**src/rtl/hs_upload_server.sv**
```systemverilog
// hs_upload_server: serves work-RAM bytes to HPS ioctl uploads while the game CPU is paused.
// Define HS_UPLOAD_CHECKSUM_EN to return a running XOR of served bytes at offset cfg_len.
module hs_upload_server #(
    parameter logic [7:0] UPLOAD_INDEX = 8'd4,
    parameter int         RAM_LATENCY  = 2,
    parameter int         SETTLE       = 4
) (
    input  logic        clk_49m,
    input  logic        reset,
    input  logic        ioctl_upload,
    input  logic [7:0]  ioctl_index,
    input  logic        ioctl_rd,
    input  logic [24:0] ioctl_addr,
    output logic [7:0]  ioctl_din,
    output logic        ioctl_wait,
    input  logic [15:0] cfg_start,
    input  logic [15:0] cfg_len,
    output logic        pause_req,
    input  logic        pause_ack,
    output logic [15:0] ram_address,
    output logic        ram_access,
    input  logic [7:0]  ram_data
);
    typedef enum logic [2:0] {S_IDLE, S_PAUSE, S_SETTLE, S_READY, S_ACCESS, S_WAIT} state_t;
    localparam logic [3:0] SETTLE_END = 4'(SETTLE - 1);
    localparam logic [3:0] LAT_END    = 4'(RAM_LATENCY - 1);
    state_t      state, state_n;
    logic        act_q, rd_q, hi, hi_n;
    logic [15:0] off, off_n, addr_n;
    logic [3:0]  cnt, cnt_n;
    logic [7:0]  din_n, oor_byte;
    logic        wait_n, acc_n;
    logic        active, rise, rd_rise, in_range;
    assign active    = ioctl_upload && (ioctl_index == UPLOAD_INDEX);
    assign rise      = active && !act_q;
    assign rd_rise   = ioctl_rd && !rd_q;
    assign in_range  = !hi && (off < cfg_len);
    assign pause_req = (state != S_IDLE);
`ifdef HS_UPLOAD_CHECKSUM_EN
    logic [7:0] xsum, xsum_n;
    assign oor_byte = (!hi && off == cfg_len) ? xsum : 8'hFF;
`else
    assign oor_byte = 8'hFF;
`endif
    always_comb begin
        state_n = state;
        cnt_n   = cnt;
        off_n   = off;
        hi_n    = hi;
        wait_n  = ioctl_wait;
        din_n   = ioctl_din;
        addr_n  = ram_address;
        acc_n   = ram_access;
`ifdef HS_UPLOAD_CHECKSUM_EN
        xsum_n  = rise ? 8'h00 : xsum;
`endif
        if (rd_rise && active && !ioctl_wait) begin
            wait_n = 1'b1;
            off_n  = ioctl_addr[15:0];
            hi_n   = |ioctl_addr[24:16];
        end
        if (state >= S_SETTLE && !pause_ack) begin
            state_n = S_PAUSE;
            acc_n   = 1'b0;
        end else begin
            case (state)
                S_IDLE:   state_n = rise ? S_PAUSE : S_IDLE;
                S_PAUSE:  if (pause_ack) begin
                    state_n = S_SETTLE;
                    cnt_n   = 4'd0;
                end
                S_SETTLE: if (cnt == SETTLE_END) state_n = S_READY;
                          else cnt_n = cnt + 4'd1;
                S_READY:  if (ioctl_wait) begin
                    state_n = S_ACCESS;
                    acc_n   = in_range;
                    addr_n  = in_range ? cfg_start + off : ram_address;
                end
                S_ACCESS: if (ram_access) begin
                    state_n = S_WAIT;
                    cnt_n   = 4'd0;
                end else begin
                    state_n = S_READY;
                    wait_n  = 1'b0;
                    din_n   = oor_byte;
                end
                S_WAIT:   if (cnt == LAT_END) begin
                    state_n = S_READY;
                    wait_n  = 1'b0;
                    acc_n   = 1'b0;
                    din_n   = ram_data;
`ifdef HS_UPLOAD_CHECKSUM_EN
                    xsum_n  = xsum ^ ram_data;
`endif
                end else cnt_n = cnt + 4'd1;
                default:  state_n = S_IDLE;
            endcase
        end
        // losing the upload abandons everything except the last returned byte
        if (!active) begin
            state_n = S_IDLE;
            acc_n   = 1'b0;
            wait_n  = 1'b0;
        end
    end
    always_ff @(posedge clk_49m or negedge reset) begin
        if (!reset) begin
            state       <= S_IDLE;
            act_q       <= 1'b0;
            rd_q        <= 1'b0;
            off         <= 16'd0;
            hi          <= 1'b0;
            cnt         <= 4'd0;
            ioctl_din   <= 8'd0;
            ioctl_wait  <= 1'b0;
            ram_address <= 16'd0;
            ram_access  <= 1'b0;
`ifdef HS_UPLOAD_CHECKSUM_EN
            xsum        <= 8'd0;
`endif
        end else begin
            state       <= state_n;
            act_q       <= active;
            rd_q        <= ioctl_rd;
            off         <= off_n;
            hi          <= hi_n;
            cnt         <= cnt_n;
            ioctl_din   <= din_n;
            ioctl_wait  <= wait_n;
            ram_address <= addr_n;
            ram_access  <= acc_n;
`ifdef HS_UPLOAD_CHECKSUM_EN
            xsum        <= xsum_n;
`endif
        end
    end
endmodule

```
**config.mk**
```make
export PLATFORM = sky130hd
export DESIGN_NAME = hs_upload_server
export DESIGN_NICKNAME = d
export VERILOG_FILES = /design/src/rtl/hs_upload_server.sv
export SDC_FILE = /design/constraint.sdc
export NUM_CORES = 1
export LEC_CHECK = 0
export BUFFER_PORTS_ARGS = -buffer_cell sky130_fd_sc_hd__buf_2
export CAP_MARGIN = 15
export CORE_MARGIN = 5
export CORE_UTILIZATION = 55
export DETAILED_ROUTE_END_ITERATION = 8
export GPL_TIMING_DRIVEN = 0
export PLACE_DENSITY = 0.88
export SYNTH_ARGS = -nofsm -noshare
export SYNTH_HDL_FRONTEND = slang
export SYNTH_SLANG_ARGS = --single-unit
```
**constraint.sdc**
```tcl
create_clock -name clk_49m -period 3 [get_ports clk_49m]
set_input_delay 0.6 -clock clk_49m [delete_from_list [all_inputs] [get_ports clk_49m]]
set_output_delay 0.6 -clock clk_49m [all_outputs]
set_load 0.01 [all_outputs]
```
Word level (Yosys, flattened, before mapping) --
Cells that the tools add are included. Widths: inputs -> output; s select.
Word-level totals: register bits 52
Operators by class: multiplexer cells 28, equality and inequality tests 19, bitwise gates (word level) 1, reduce and logical (&&, ||, !) cells 22, $lt $le $gt $ge 2, add/sub/neg operators 2
Operator list (number):
- $mux 3 | 7
- $pmux 3 s6 | 1
- $add 16x16->16 | 1
- $lt 16x16->1 | 1
- $mux 4 | 4
- $mux 8 | 2
- $ne 4x4->1 const B | 4
- $pmux 4 s4 | 1
- $pmux 8 s2 | 1
- $ne 2x2->1 const B | 6
- $reduce_and 4->1 | 3
- $mux 1 | 10
- $reduce_or 9->1 | 1
- $eq 8x3->1 const B | 1
- $logic_and 1x1->1 | 7
- $eq 3x2->1 const B | 2
- $eq 3x3->1 const B | 2
- $reduce_and 6->1 | 1
- $logic_not 1->1 | 5
- $add 4x1->4 const B | 1
- $eq 4x1->1 const B | 1
- $eq 4x2->1 const B | 1
- $ne 4x1->1 const B | 1
- $pmux 1 s2 | 2
- other kinds (8) | 8

Longest topological paths before layout --
word-level depth 9, depth in mapped cells 9, gate-level depth less buffers 9

Worst setup path after synthesis --
No wires, ideal clock.
path kind input port to flip-flop, start point input port cfg_len[11], end point register ram_address[15], setup slack 0.775 ns, arrival time 2.121 ns, stages on the path 8, data required time 2.897 ns, library setup time 0.103 ns, path through inv_1 ha_1 a21oi_1 o21ai_0 a2111oi_4 o21ai_2 buf_6 o41ai_2
On the way: word-level cells in the longest chain between the ends 3
Ends and longest elaborated chain:
- start: declaration | line 17 | input logic [15:0] cfg_len,
- $lt 16x16->1 | line 37 | assign in_range = !hi && (off < cfg_len);
- $logic_and 1x1->1 | line 37
- $reduce_and 4->1 (no source line)
- end signal: assignment | line 130 | ram_address <= addr_n;
- end: declaration | line 20 | output logic [15:0] ram_address,
Every way passes these cells. A chain may end at the register's enable or synchronous reset.

Worst setup path in the final report --
start point register off[2], end point register ram_address[4]
On the way: word-level cells in the longest chain between the ends 3, elaborated cells between the ends (all ways) 4
Ends and longest elaborated chain:
- start: declaration | line 29 | logic [15:0] off, off_n, addr_n;
- start signal: assignment | line 125 | off <= off_n;
- $lt 16x16->1 | line 37
- $logic_and 1x1->1 | line 37
- $reduce_and 4->1 (no source line)
Several ways; a longest one is shown, not always the timed one.

==> flow_metrics.env <==
export IMPL_path_cells="ha_1, a211oi_1, o21ai_0, a221oi_1, o21ai_2, buf_6, a211oi_1, a21o_1"
export IMPL_dp_hpwl_mm=6.61
export IMPL_numClockSinks=52
export IMPL_grt_usage=0.229
export IMPL_ys_types=59
export IMPL_report_final_slew_viol_count=0
export IMPL_initial_core_util=0.569
export IMPL_finalWeightedCongestion=0.925
export IMPL_clock_skew_ps=14.8
export IMPL_routed_wl_mm=8.70
export IMPL_root_buffer="clkbuf_8"
export IMPL_cp_data_required_time_ps=3270
export IMPL_dp_cells=532
export IMPL_ir_worst_vdd_uv=279
export IMPL_hp_class="input port to async pin"
export IMPL_grt_max_degree=53
export IMPL_finish_utilization=0.694
export IMPL_drive_above_1_share=0.330
export IMPL_cp_start_kind="register"
export IMPL_ys_flop_type="dfrtp_1"
export IMPL_synth_nets=464
export IMPL_fin_crit_sh=0.796
export IMPL_syn_area_sq_mm=0.00341
export IMPL_grt_ovfl_total=0
export IMPL_num_fill_cells=456
export IMPL_cpPeakStageDelay_ps=490
export IMPL_powerDensity_mw_per_mm2=332
export IMPL_crit_slowest_cell="a221oi_1"
export IMPL_post_cts_resized=0
export IMPL_cp_arrival_ps=2660
export IMPL_drc_errors=0
export IMPL_first_pass_iters=4
export IMPL_die_area_sq_mm=0.00787
export IMPL_die_h_um=88.7
export IMPL_syn2layout_area_growth_pct=22.0
export IMPL_postRouteAntennaNets=0
export IMPL_p_leak_nw=2.30
export IMPL_cp_max_fo=10
export IMPL_ys_warn_count=0
export IMPL_synth_edff_count=0
export IMPL_htree_levels=2
export IMPL_synth_seq_cells=52
export IMPL_cts_buffers_inserted=5
export IMPL_fin_cells=541
export IMPL_die_w_um=88.7
export IMPL_status="completed"
export IMPL_rows=28
export IMPL_grt_pass1_wl_mm=14.2
export IMPL_clkLatencyLatePin_ps=320
export IMPL_synth_seq_area_share=0.382
export IMPL_grt_setup_unrepaired="false"
export IMPL_core_area_sq_mm=0.00599
export IMPL_tns_ps=0
export IMPL_syn_inst=353
export IMPL_syn_avg_cell_area_sq_um=9.66
export IMPL_tritoncts="done"
export IMPL_critical_path_class="register to register"
export IMPL_tightest_slew_ps=484
export IMPL_wl_per_cell_um=16.1
export IMPL_maxSlewHeadroom=0.677
export IMPL_vias=3067
export IMPL_antenna_found_initial=0
export IMPL_crit_path_end_kind="register"
export IMPL_io_pins=105
export IMPL_diodes=0
export IMPL_port_buffers=104
export IMPL_r2r_setup_slack_ps=610
export IMPL_drtIter0Drc=311
export IMPL_ctsHoldBuffers=0
export IMPL_cts_path_max_buffers=2
export IMPL_cts_setup_buffers=0
export IMPL_avgViaCountPerCell=5.67
export IMPL_async_flop_share=1.00
export IMPL_finalHoldViolCount=0
export IMPL_first_global_vias=3079
export IMPL_finalCriticalPeriod_ps=2390
export IMPL_finalSetupViolCount=0
export IMPL_clk_pin_slew_worst_paths_ps=110
export IMPL_max_cap_violations=0
export IMPL_fmax_mhz=419
export IMPL_crit_top_cell="a211oi_1"
export IMPL_fin_nets=576
where the power goes:
group / leakage, nW / switching (W) / internal, W
registers: 0.724 / 0.00000365 / 0.000705
logic: 1.52 / 0.0000827 / 0.0000750
clock network: 0.0548 / 0.000262 / 0.000252
total: 2.30 / 0.000349 / 0.00103
cell usage in the layout, fill, tap and decap left out, types with 3 or more instances in the layout:
cell,synthesis,layout
buf_2,2,106
nor3_1,7,7
xor2_1,7,7
o21a_1,5,5
buf_6,3,3
a21oi_1,28,28
nand2_1,31,31
nor2_1,31,31
nand2b_1,3,3
nand3_1,6,6
a211oi_1,5,5
o21bai_1,3,3
dfrtp_1,52,52
o21ai_0,26,26
nor2b_1,4,4
a21o_1,10,10
xnor2_1,7,7
buf_4,3,3
ha_1,32,32
clkbuf_8,0,5
inv_1,24,24
mux2_2,18,18
state kept, by name, indices dropped and copies added, names as in the netlist:
register	count
cnt	4
ioctl_wait	1
rd_q	1
state	3
act_q	1
ram_address	16
hi	1
off	16
ioctl_din	8
ram_access	1
per-stage QoR:
step	hold slack [ps]	worst slack [ps]	power, W	cell area (sq um)
detailed placement	461	329	0.000875	4020
floorplan	304	775	0.000789	3410
CTS	445	622	0.00138	4140
global placement	456	439	0.000867	4020
finish	161	612	0.00138	4160
global route	185	454	0.00143	4160
synthesized netlist by cell type, types with 2 or more instances:
library cell | number | area share
a211oi_1 | 5 | 0.011
o31ai_1 | 2 | 0.0044
or3_1 | 2 | 0.0037
and2_1 | 2 | 0.0037
mux2_2 | 18 | 0.059
o21bai_1 | 3 | 0.0066
clkbuf_1 | 2 | 0.0022
nand2b_1 | 3 | 0.0055
nand3_1 | 6 | 0.0088
buf_2 | 2 | 0.0029
buf_6 | 3 | 0.0099
a21o_1 | 10 | 0.022
ha_1 | 32 | 0.12
nor3_1 | 7 | 0.010
o41ai_1 | 2 | 0.0051
xor2_1 | 7 | 0.018
o21a_1 | 5 | 0.011
dfrtp_1 | 52 | 0.38
nand2_1 | 31 | 0.034
buf_4 | 3 | 0.0066
o21ai_0 | 26 | 0.038
nand4_1 | 2 | 0.0037
nor2b_1 | 4 | 0.0073
nor4_1 | 2 | 0.0037
a21oi_1 | 28 | 0.041
o211ai_1 | 2 | 0.0044
xnor2_1 | 7 | 0.018
inv_1 | 24 | 0.026
nor2_1 | 31 | 0.034
final timing paths:
kind / startpoint / endpoint / cells past startpoint
worst max-delay path: off[2]$_DFFE_PN0P_ / ram_address[4]$_DFFE_PN0P_ / 8
worst min-delay path: reset / ram_address[4]$_DFFE_PN0P_ / 1
worst max register to register: off[2]$_DFFE_PN0P_ / ram_address[4]$_DFFE_PN0P_ / 8
worst min register to register: ram_address[14]$_DFFE_PN0P_ / ram_address[14]$_DFFE_PN0P_ / 2
max in group asynchronous: reset / state[0]$_DFFE_PN0P_ / 2
min in group clk_49m: ioctl_rd / rd_q$_DFF_PN0_ / 1
kinds of logic after synthesis:
family | Yosys count | share of synthesized area
muxes | 19 | 0.0624
AOI/OAI and AO/OA | 97 | 0.193
DFF | 52 | 0.382
adders and majority gates | 33 | 0.123
buffers and inverters | 35 | 0.0492
and+or+nand+nor | 103 | 0.154
xor gates and xnor gates | 14 | 0.0360
worst max-delay path, delay by kind of cell (launching register included):
family                     cells  cell delay [ps]
AOI/OAI and AO/OA              6             1450
adders and majority gates      1              300
buffers and inverters          1              170
DFF                            1              420
cell type report:
| class | instances | area (sq um) | area share |
|---|---|---|---|
| inverter | 25 | 93.8 | 0.0226 |
| sequential | 52 | 1300 | 0.313 |
| timing repair buffer | 105 | 541 | 0.130 |
| buffer | 10 | 73.8 | 0.0177 |
| clock inverter | 3 | 46.3 | 0.0111 |
| tap | 75 | 93.8 | 0.0226 |
| clock buffer | 5 | 68.8 | 0.0165 |
| multi-input combinational | 266 | 1940 | 0.467 |
routing by layer:
layer	track usage	vias up	share of wire
met4	0.0701	0	0.026
li1	-	1478	-
met1	0.303	1432	0.40
met3	0.0410	25	0.076
met5	0	-	0
met2	0.384	132	0.49
Power figures use the tool's default switching activity.
